<file path="src/rtl/lsu_mem_ctrl.sv">
// Memory-stage controller: takes one load/store/pass-through op from EX/MEM,
// issues a single lane-aligned request on the 64-bit data bus, waits for the
// response (with a bounded wait), extends load data and hands the result to WB.
// Handshakes: a transfer happens on a rising clock edge where valid and ready
// are both 1; a valid source holds its payload stable until that edge.
module lsu_mem_ctrl #(
   parameter int XLEN    = 64,
   parameter int TIMEOUT = 255
) (
   input  logic            clock,
   input  logic            reset_n,
   input  logic            in_valid,
   output logic            in_ready,
   input  logic [XLEN-1:0] in_addr,
   input  logic [1:0]      in_size,
   input  logic            in_unsigned,
   input  logic            in_wen,
   input  logic            in_ren,
   input  logic [XLEN-1:0] in_wdata,
   input  logic [XLEN-1:0] in_alu,
   input  logic [4:0]      in_rd,
   output logic            req_valid,
   input  logic            req_ready,
   output logic [XLEN-1:0] req_addr,
   output logic            req_wen,
   output logic [XLEN-1:0] req_wdata,
   output logic [7:0]      req_mask,
   input  logic            resp_valid,
   input  logic [XLEN-1:0] resp_rdata,
   output logic            out_valid,
   input  logic            out_ready,
   output logic [XLEN-1:0] out_data,
   output logic [4:0]      out_rd,
   output logic [1:0]      out_err,
   output logic [1:0]      dbg_state
);

   localparam int CW = $clog2(TIMEOUT + 1);

   typedef enum logic [1:0] {IDLE, REQ, WAIT, DONE} state_t;

   state_t          state;
   logic [CW-1:0]   wait_cnt;
   logic [2:0]      lat_off;
   logic [1:0]      lat_size;
   logic            lat_unsigned;
   logic            lat_wen;

   logic            is_mem;
   logic            misaligned;
   logic [7:0]      size_mask;
   logic [7:0]      lane_mask;
   logic [XLEN-1:0] rd_shift;
   logic            sign_en;
   logic [XLEN-1:0] load_ext;

   assign dbg_state = state;
   assign is_mem    = in_wen | in_ren;

   // Alignment check and byte-lane mask for the op being offered.
   always_comb begin
      misaligned = 1'b0;
      size_mask  = 8'h01;
      case (in_size)
         2'd0: begin misaligned = 1'b0;            size_mask = 8'h01; end
         2'd1: begin misaligned = in_addr[0];      size_mask = 8'h03; end
         2'd2: begin misaligned = |in_addr[1:0];   size_mask = 8'h0F; end
         default: begin misaligned = |in_addr[2:0]; size_mask = 8'hFF; end
      endcase
      lane_mask = size_mask << in_addr[2:0];
   end

   // Pick the addressed bytes out of the response and extend to XLEN.
   always_comb begin
      rd_shift = resp_rdata >> {lat_off, 3'b000};
      sign_en  = ~lat_unsigned;
      case (lat_size)
         2'd0:    load_ext = {{(XLEN-8){sign_en & rd_shift[7]}},   rd_shift[7:0]};
         2'd1:    load_ext = {{(XLEN-16){sign_en & rd_shift[15]}}, rd_shift[15:0]};
         2'd2:    load_ext = {{(XLEN-32){sign_en & rd_shift[31]}}, rd_shift[31:0]};
         default: load_ext = rd_shift;
      endcase
   end

   // Transaction FSM; every output is a register updated here.
   always_ff @(posedge clock or negedge reset_n) begin
      if (!reset_n) begin
         state        <= IDLE;
         wait_cnt     <= '0;
         lat_off      <= '0;
         lat_size     <= '0;
         lat_unsigned <= 1'b0;
         lat_wen      <= 1'b0;
         in_ready     <= 1'b1;
         req_valid    <= 1'b0;
         req_addr     <= '0;
         req_wen      <= 1'b0;
         req_wdata    <= '0;
         req_mask     <= '0;
         out_valid    <= 1'b0;
         out_data     <= '0;
         out_rd       <= '0;
         out_err      <= 2'd0;
      end else begin
         case (state)
            IDLE: begin
               if (in_valid) begin
                  lat_off      <= in_addr[2:0];
                  lat_size     <= in_size;
                  lat_unsigned <= in_unsigned;
                  lat_wen      <= in_wen;
                  out_rd       <= in_rd;
                  in_ready     <= 1'b0;
                  if (!is_mem) begin
                     out_data  <= in_alu;
                     out_err   <= 2'd0;
                     out_valid <= 1'b1;
                     state     <= DONE;
                  end else if (misaligned) begin
                     out_data  <= '0;
                     out_err   <= 2'd1;
                     out_valid <= 1'b1;
                     state     <= DONE;
                  end else begin
                     req_valid <= 1'b1;
                     req_addr  <= {in_addr[XLEN-1:3], 3'b000};
                     req_wen   <= in_wen;
                     req_wdata <= in_wdata << {in_addr[2:0], 3'b000};
                     req_mask  <= lane_mask;
                     state     <= REQ;
                  end
               end
            end
            REQ: begin
               if (req_ready) begin
                  req_valid <= 1'b0;
                  req_addr  <= '0;
                  req_wen   <= 1'b0;
                  req_wdata <= '0;
                  req_mask  <= '0;
                  wait_cnt  <= '0;
                  state     <= WAIT;
               end
            end
            WAIT: begin
               if (resp_valid) begin
                  out_data  <= lat_wen ? '0 : load_ext;
                  out_err   <= 2'd0;
                  out_valid <= 1'b1;
                  state     <= DONE;
               end else if (wait_cnt == CW'(TIMEOUT)) begin
                  out_data  <= '0;
                  out_err   <= 2'd2;
                  out_valid <= 1'b1;
                  state     <= DONE;
               end else begin
                  wait_cnt <= wait_cnt + 1'b1;
               end
            end
            default: begin
               if (out_ready) begin
                  out_valid <= 1'b0;
                  out_err   <= 2'd0;
                  in_ready  <= 1'b1;
                  state     <= IDLE;
               end
            end
         endcase
      end
   end

endmodule

</file>
<file path="config.mk">
export PLATFORM = sky130hd
export DESIGN_NAME = lsu_mem_ctrl
export DESIGN_NICKNAME = d
export VERILOG_FILES = /design/src/rtl/lsu_mem_ctrl.sv
export SDC_FILE = /design/constraint.sdc
export NUM_CORES = 1
export LEC_CHECK = 0
export CORE_AREA = 2 2 188 190
export DETAILED_ROUTE_END_ITERATION = 16
export DIE_AREA = 0 0 190 192
export PLACE_DENSITY = 0.73
export SLEW_MARGIN = 5
export SYNTH_ARGS = -nofsm -noshare
export SYNTH_HDL_FRONTEND = slang
export SYNTH_SLANG_ARGS = --single-unit
</file>
<file path="constraint.sdc">
create_clock -name clock -period 2.3 [get_ports clock]
set_input_delay 0.23 -clock clock [delete_from_list [all_inputs] [get_ports clock]]
set_output_delay 0.23 -clock clock [all_outputs]
set_load 0.03 [all_outputs]
</file>
* Word-level counts from Yosys, hierarchy flattened
Index checks and enable logic that the tools add are counted.
W data, S select, Z words.
** Word-level totals
- Bits in registers :: 228
- Input bits :: 272
- Output and inout port bits :: 213
- Logic and storage cells :: 121
** Cells by class
- Add/sub/neg operators :: 1
- Eq/ne operators :: 15
- Shift operators :: 3
- Muxes and demuxes :: 60
- Bitwise gates (word level) :: 7
- Reductions and logical operators :: 19
** Operators with widths (count)
- $mux W64 :: 13
- $pmux W64 S2 :: 3
- $pmux W64 S3 :: 1
- $shl A64 B6 Y64 :: 1
- $shr A64 B6 Y64 :: 1
- $mux W8 :: 6
- $pmux W8 S2 :: 2
- $mux W2 :: 12
- $pmux W8 S3 :: 1
- $mux W1 :: 15
- $ne A2 B2 Y1 const B :: 6
- $pmux W2 S3 :: 2
- $reduce_and A4 Y1 :: 3
- $reduce_and A5 Y1 :: 2
- $add A8 B1 Y8 const B :: 1
- $eq A8 B8 Y1 const B :: 1
- $reduce_bool A2 Y1 :: 4
- $shl A8 B3 Y8 :: 1
- $eq A2 B1 Y1 const B :: 3
- $eq A2 B2 Y1 const B :: 3
- $logic_not A2 Y1 :: 3
- $ne A3 B3 Y1 const B :: 2
- $pmux W1 S2 :: 3
- $pmux W1 S3 :: 2
- 9 further kinds :: 14

* Logic depth before layout (Yosys ltp)
- Word-level depth :: 7
- Gate-level depth with buffers :: 11
- Mapped depth without buffers :: 7

* Worst setup path after synthesis
No wires, ideal clock.
- Kind :: register -> register
- Start :: register state[0], in the netlist dbg_state[0]
- End :: register out_data[58]
- Setup time :: 0.140 ns
- Arrival time :: 2.270 ns
- Required time :: 2.160 ns
- Setup slack :: -0.109 ns
- Stages on the path, launching flop included :: 12
- Path buffers :: 4
- Cells stage by stage :: dfrtp_1 -> inv_1 -> ha_1 -> buf_2 -> nor2b_1 -> o31ai_4 -> and4b_1 -> clkbuf_2 -> buf_4 -> buf_4 -> mux2i_1 -> o31ai_2
** Between the ends
- Cells in the longest elaborated chain, start to end :: 3
- Elaborated cells on any way between the ends :: 8
- Classes of those cells :: eq/ne: 4; mux: 1; reduce/logical: 3
** Ends and longest elaborated chain
- from (decl) :: line 42 : state_t state;
- from (signal assigned) :: line 88 : state <= IDLE;
- from (signal assigned) :: line 118 : state <= DONE;
- from (signal assigned) :: line 123 : state <= DONE;
- $eq A2 B2 Y1 / $logic_not A2 Y1 (equally long branches) :: line 105 : case (state)
- $ne A3 B3 Y1 (no line), or another cell as far along
- $reduce_and A4 Y1 (no line)
- to (signal assigned) :: line 115 : out_data <= in_alu;
- to (signal assigned) :: line 147 : out_data <= lat_wen ? '0 : load_ext;
- to (decl) :: line 32 : output logic [XLEN-1:0] out_data,
Parallel ways exist; a longest one is shown, timed or not.
A chain may end at the register's enable or synchronous reset.

* Final worst setup path
- Start :: register lat_off[0]
- End :: register out_data[38]
** Between the ends
- Cells in the longest elaborated chain, start to end :: 6
- Elaborated cells on any way between the ends :: 8
- Classes of those cells :: shift: 1; mux: 4; bitwise: 3
** Ends and longest elaborated chain
- from (decl) :: line 44 : logic [2:0] lat_off;
- from (signal assigned) :: line 108 : lat_off <= in_addr[2:0];
- $shr A64 B6 Y64 (*) :: line 75 : rd_shift = resp_rdata >> {lat_off, 3'b000};
- $and A1 B1 Y1, on equally long branches :: line 80, 78, 79
- $pmux W64 S3 (*) :: line 77 : case (lat_size)
- $mux W64 (*) :: line 147
- $mux W64 (*) :: line 146 : if (resp_valid) begin
- $pmux W64 S2 (*) :: line 105
Every way passes the cells marked *; elsewhere a longest branch is shown, timed or not.

==> results.yml <==
outcome:
  status: "complete, no violations"
pwr:
  sw_frac_of_total_pct: 43.0
  seqPwrFrac_pct: 24.7
  internal_power_w: 0.0145
  clock_power_share_pct: 17.7
  leakage_nw: 8.52
  irDropWorstVdd_mv: 0.957
  p_switching_w: 0.0110
  p_per_area_nw_per_um2: 1280
  p_comb_share_pct: 57.7
clocking:
  tritoncts: "built"
  cts_made_buffers: 27
  cts_num_sinks: 225
  ctsLongestPathBuffers: 3
  h-tree-depth: 1
  clk-insertion-delay-late_ns: 0.54
  clkTransAtPathRegs_ns: 0.06
  root_buffer: "clkbuf_16"
floorplanning:
  dieArea_um2: 36500
  die_x_um: 190
  die_h_um: 192
  ioPinCount: 485
  core_area_um2: 34300
  rows: 68
  start_util_pct: 38.2
placement:
  dp_slack_ns: -0.165
  port_buffers: 481
  dp_hpwl_um: 39300
  place_congestion: 0.932
  place_inst: 2169
  dpl_cell_area_um2: 19000
drt:
  first_pass_iters: 5
  num_vias: 12511
  detail-route-antenna-nets: 0
  drt_wl_total_um: 51500
  viasPerCell: 5.63
  wire_per_inst_um: 23.2
  drc: 0
  first_iter_violations: 796
yosys:
  synth.distinct_cells: 62
  netlist_instances: 1245
  synth_largest_type_area_fraction_pct: 42.8
  yosys.area.top_type: "dfrtp_1"
  async_flop_share_pct: 100
  synth-seq-area-share_pct: 43.0
  syn_area_um2: 13100
  netlist_top_cells_area: "dfrtp_1 43%, mux2i_1 8.9%, mux4_2 6.5%"
  synth_warnings: 0
  synth_edf_count: 0
  yosys_most_used_dff: "dfrtp_1"
  syn_avg_cell_area_um2: 10.5
  ys_seq_elements: 225
layout:
  nNetsFinal: 2024
  final_area_um2: 20000
  layout-drive-gt1-share_pct: 15.8
  area_delta_synth_final_pct: 52.7
  fin_cells: 2223
sta:
  min_period_ns: 2.23
  relSlewSlack_pct: 39.4
  worst_pin_slew_ns: 0.901
  skew_ns: 0.0131
  maxSlewViolCount: 0
  fin_ws_ns: 0.0739
  finalHoldViolCount: 0
  period_share_pct: 96.8
  setup_viol: 0
  grt_setup_unrepaired: "true"
  clock.fmax_ghz: 0.449
flow_run:
  drv_cap: 0
critical_path:
  r2r-start: "lat_off[0]$_DFFE_PN0P_"
  required_ns: 2.75
  reg2reg_depth: 7
  cp-startpoint: "lat_off[0]$_DFFE_PN0P_"
  crit_fanout: 32
  r2r_end: "out_data[38]$_DFFE_PN0P_"
  max_stage_delay_ns: 0.55
  path_class: "flop to flop"
  arrival_ns: 2.67
  cp_slowest_cell: "dfrtp_4"
  crit_chain: "buf_6, mux2i_1, mux4_2, nor2_4, nor4_4, buf_12, o31ai_2"
  cp-endpoint: "out_data[38]$_DFFE_PN0P_"
  end_kind: "flop"
  cp-start-kind: "flop"
  worst-r2r-setup-slack_ns: 0.07
min_path:
  hp-class: "input pin to flop"
  worstHoldStart: "in_addr[2]"
grt:
  antenna_found_initial: 2
  grt_use_met3_pct: 5.21
  grt_pass1_vias: 12736
  use_met2_pct: 49.7
  track_usage_pct: 27.2
  top_usage_layer: "met2"
  grt_max_degree: 92
  overflow: 0
  use_met1_pct: 30.6
  grt_pass1_wl_um: 76300
==> worst max-delay path: cells and delay by family, from the launching register on <==
family | cells | cell delay (ns)
flops | 1 | 0.55
compound gates | 1 | 0.27
mux | 2 | 0.67
buf+inv | 2 | 0.38
simple gates | 2 | 0.25
==> layout make-up <==
type                       count  area, um^2
clock inverter                13         184
antenna                        1        2.50
sequential                   225        5640
clock buffer                  36         749
inverter                      10        37.5
fill                        2870       14300
multi-input combinational    891        6910
timing repair buffer         592        5910
tap                          455         569
==> repair_timing <==
action                     CTS  global route
pin swaps                    0             2
buffers inserted             1             2
resized for setup            3             4
setup endpoints to repair   48            49
hold buffers                 1             0
hold endpoints to repair    57             0
==> metrics by stage <==
| step | TNS (ns) | total power (W) | utilization (%) | hold slack, ns |
|---|---|---|---|---|
| floorplan | 0 | 0.0149 | - | -0.0656 |
| global placement | -0.839 | 0.0206 | 55.4 | 0.209 |
| detailed placement | -3.30 | 0.0209 | 55.4 | 0.209 |
| CTS | 0 | 0.0256 | 58.2 | 0.0994 |
| global route | -0.0165 | 0.0268 | 58.3 | 0.138 |
| finish | 0 | 0.0255 | 58.3 | 0.122 |
==> flip-flops by register name, summed over array words and instances (netlist names), 2 cells and up <==
register / count
out_err: 2
req_mask: 8
dbg_state: 2
out_data: 64
out_rd: 5
req_addr: 61
lat_size: 2
req_wdata: 64
wait_cnt: 8
lat_off: 3
==> layer usage <==
metal,part of all wire [%],vias to the layer above
met4,5.0,2
met3,8.0,118
met1,36,6118
met2,51,622
li1,-,5651
met5,0.035,-
==> synth_stat cells, types with 10 or more instances <==
library cell    n
mux4_2         38
a211oi_1       29
mux2_2         33
o31ai_2        28
mux2i_1       116
nor2_1         58
a22o_1         95
buf_1          15
clkbuf_1       60
o21ai_0        76
and2_1         32
nor2b_1        24
nand2_1       105
nand2b_1       14
dfrtp_1       224
buf_4          10
and3_1         17
a21oi_1        93
nand3_1        18
a221o_1        16
inv_1          10
buf_2          27
==> power groups by stage <==
| stage | registers, W | clock network (W) | logic (W) |
|---|---|---|---|
| final | 0.00630 | 0.00451 | 0.0147 |
| after global routing | 0.00645 | 0.00475 | 0.0156 |
| after CTS | 0.00631 | 0.00460 | 0.0147 |
| after detailed placement | 0.00635 | 0 | 0.0145 |
| after global placement | 0.00635 | 0 | 0.0143 |
| after floorplan | 0.00849 | 0 | 0.00643 |
==> worst min path at each step <==
stage	endpoint	slack [ns]	depth (start not counted)
floorplan	dbg_state[0]$_DFFE_PN0P_	-0.07	0
global placement	out_data[6]$_DFFE_PN0P_	0.21	1
detailed placement	out_data[6]$_DFFE_PN0P_	0.21	1
CTS	req_mask[0]$_DFFE_PN0P_	0.1	3
global route	req_mask[0]$_DFFE_PN0P_	0.14	3
finish	req_mask[0]$_DFFE_PN0P_	0.12	3
==> cells by family after synthesis <==
logic type / after synthesis / synth area share, %
adder cells (fa/ha/maj): 5 / 0.478
multiplexers: 187 / 18.2
buffers and inverters: 131 / 4.77
flip-flops: 225 / 43.0
AND/OR/NAND/NOR: 294 / 11.1
AO/OA/AOI/OAI: 397 / 22.1
XOR/XNOR: 5 / 0.334
other: 1 / 0.0286
==> placed cells by master, fill, tap and decap left out, types with 14 or more instances in the layout <==
cell / Yosys / layout
a211oi_1: 29 / 29
clkdlybuf4s50_1: 0 / 477
mux4_2: 38 / 38
and3_1: 17 / 17
mux2_2: 33 / 33
o21ai_0: 76 / 75
a22o_1: 95 / 95
clkbuf_16: 0 / 27
o31ai_2: 28 / 28
nand3_1: 18 / 18
dfrtp_1: 224 / 220
buf_4: 10 / 90
a21oi_1: 93 / 93
mux2i_1: 116 / 115
a221o_1: 16 / 16
nand2_1: 105 / 105
nor2b_1: 24 / 23
nand2b_1: 14 / 14
and2_1: 32 / 32
nor2_1: 58 / 57
buf_12: 0 / 21
(Power assumes the default switching activity.)
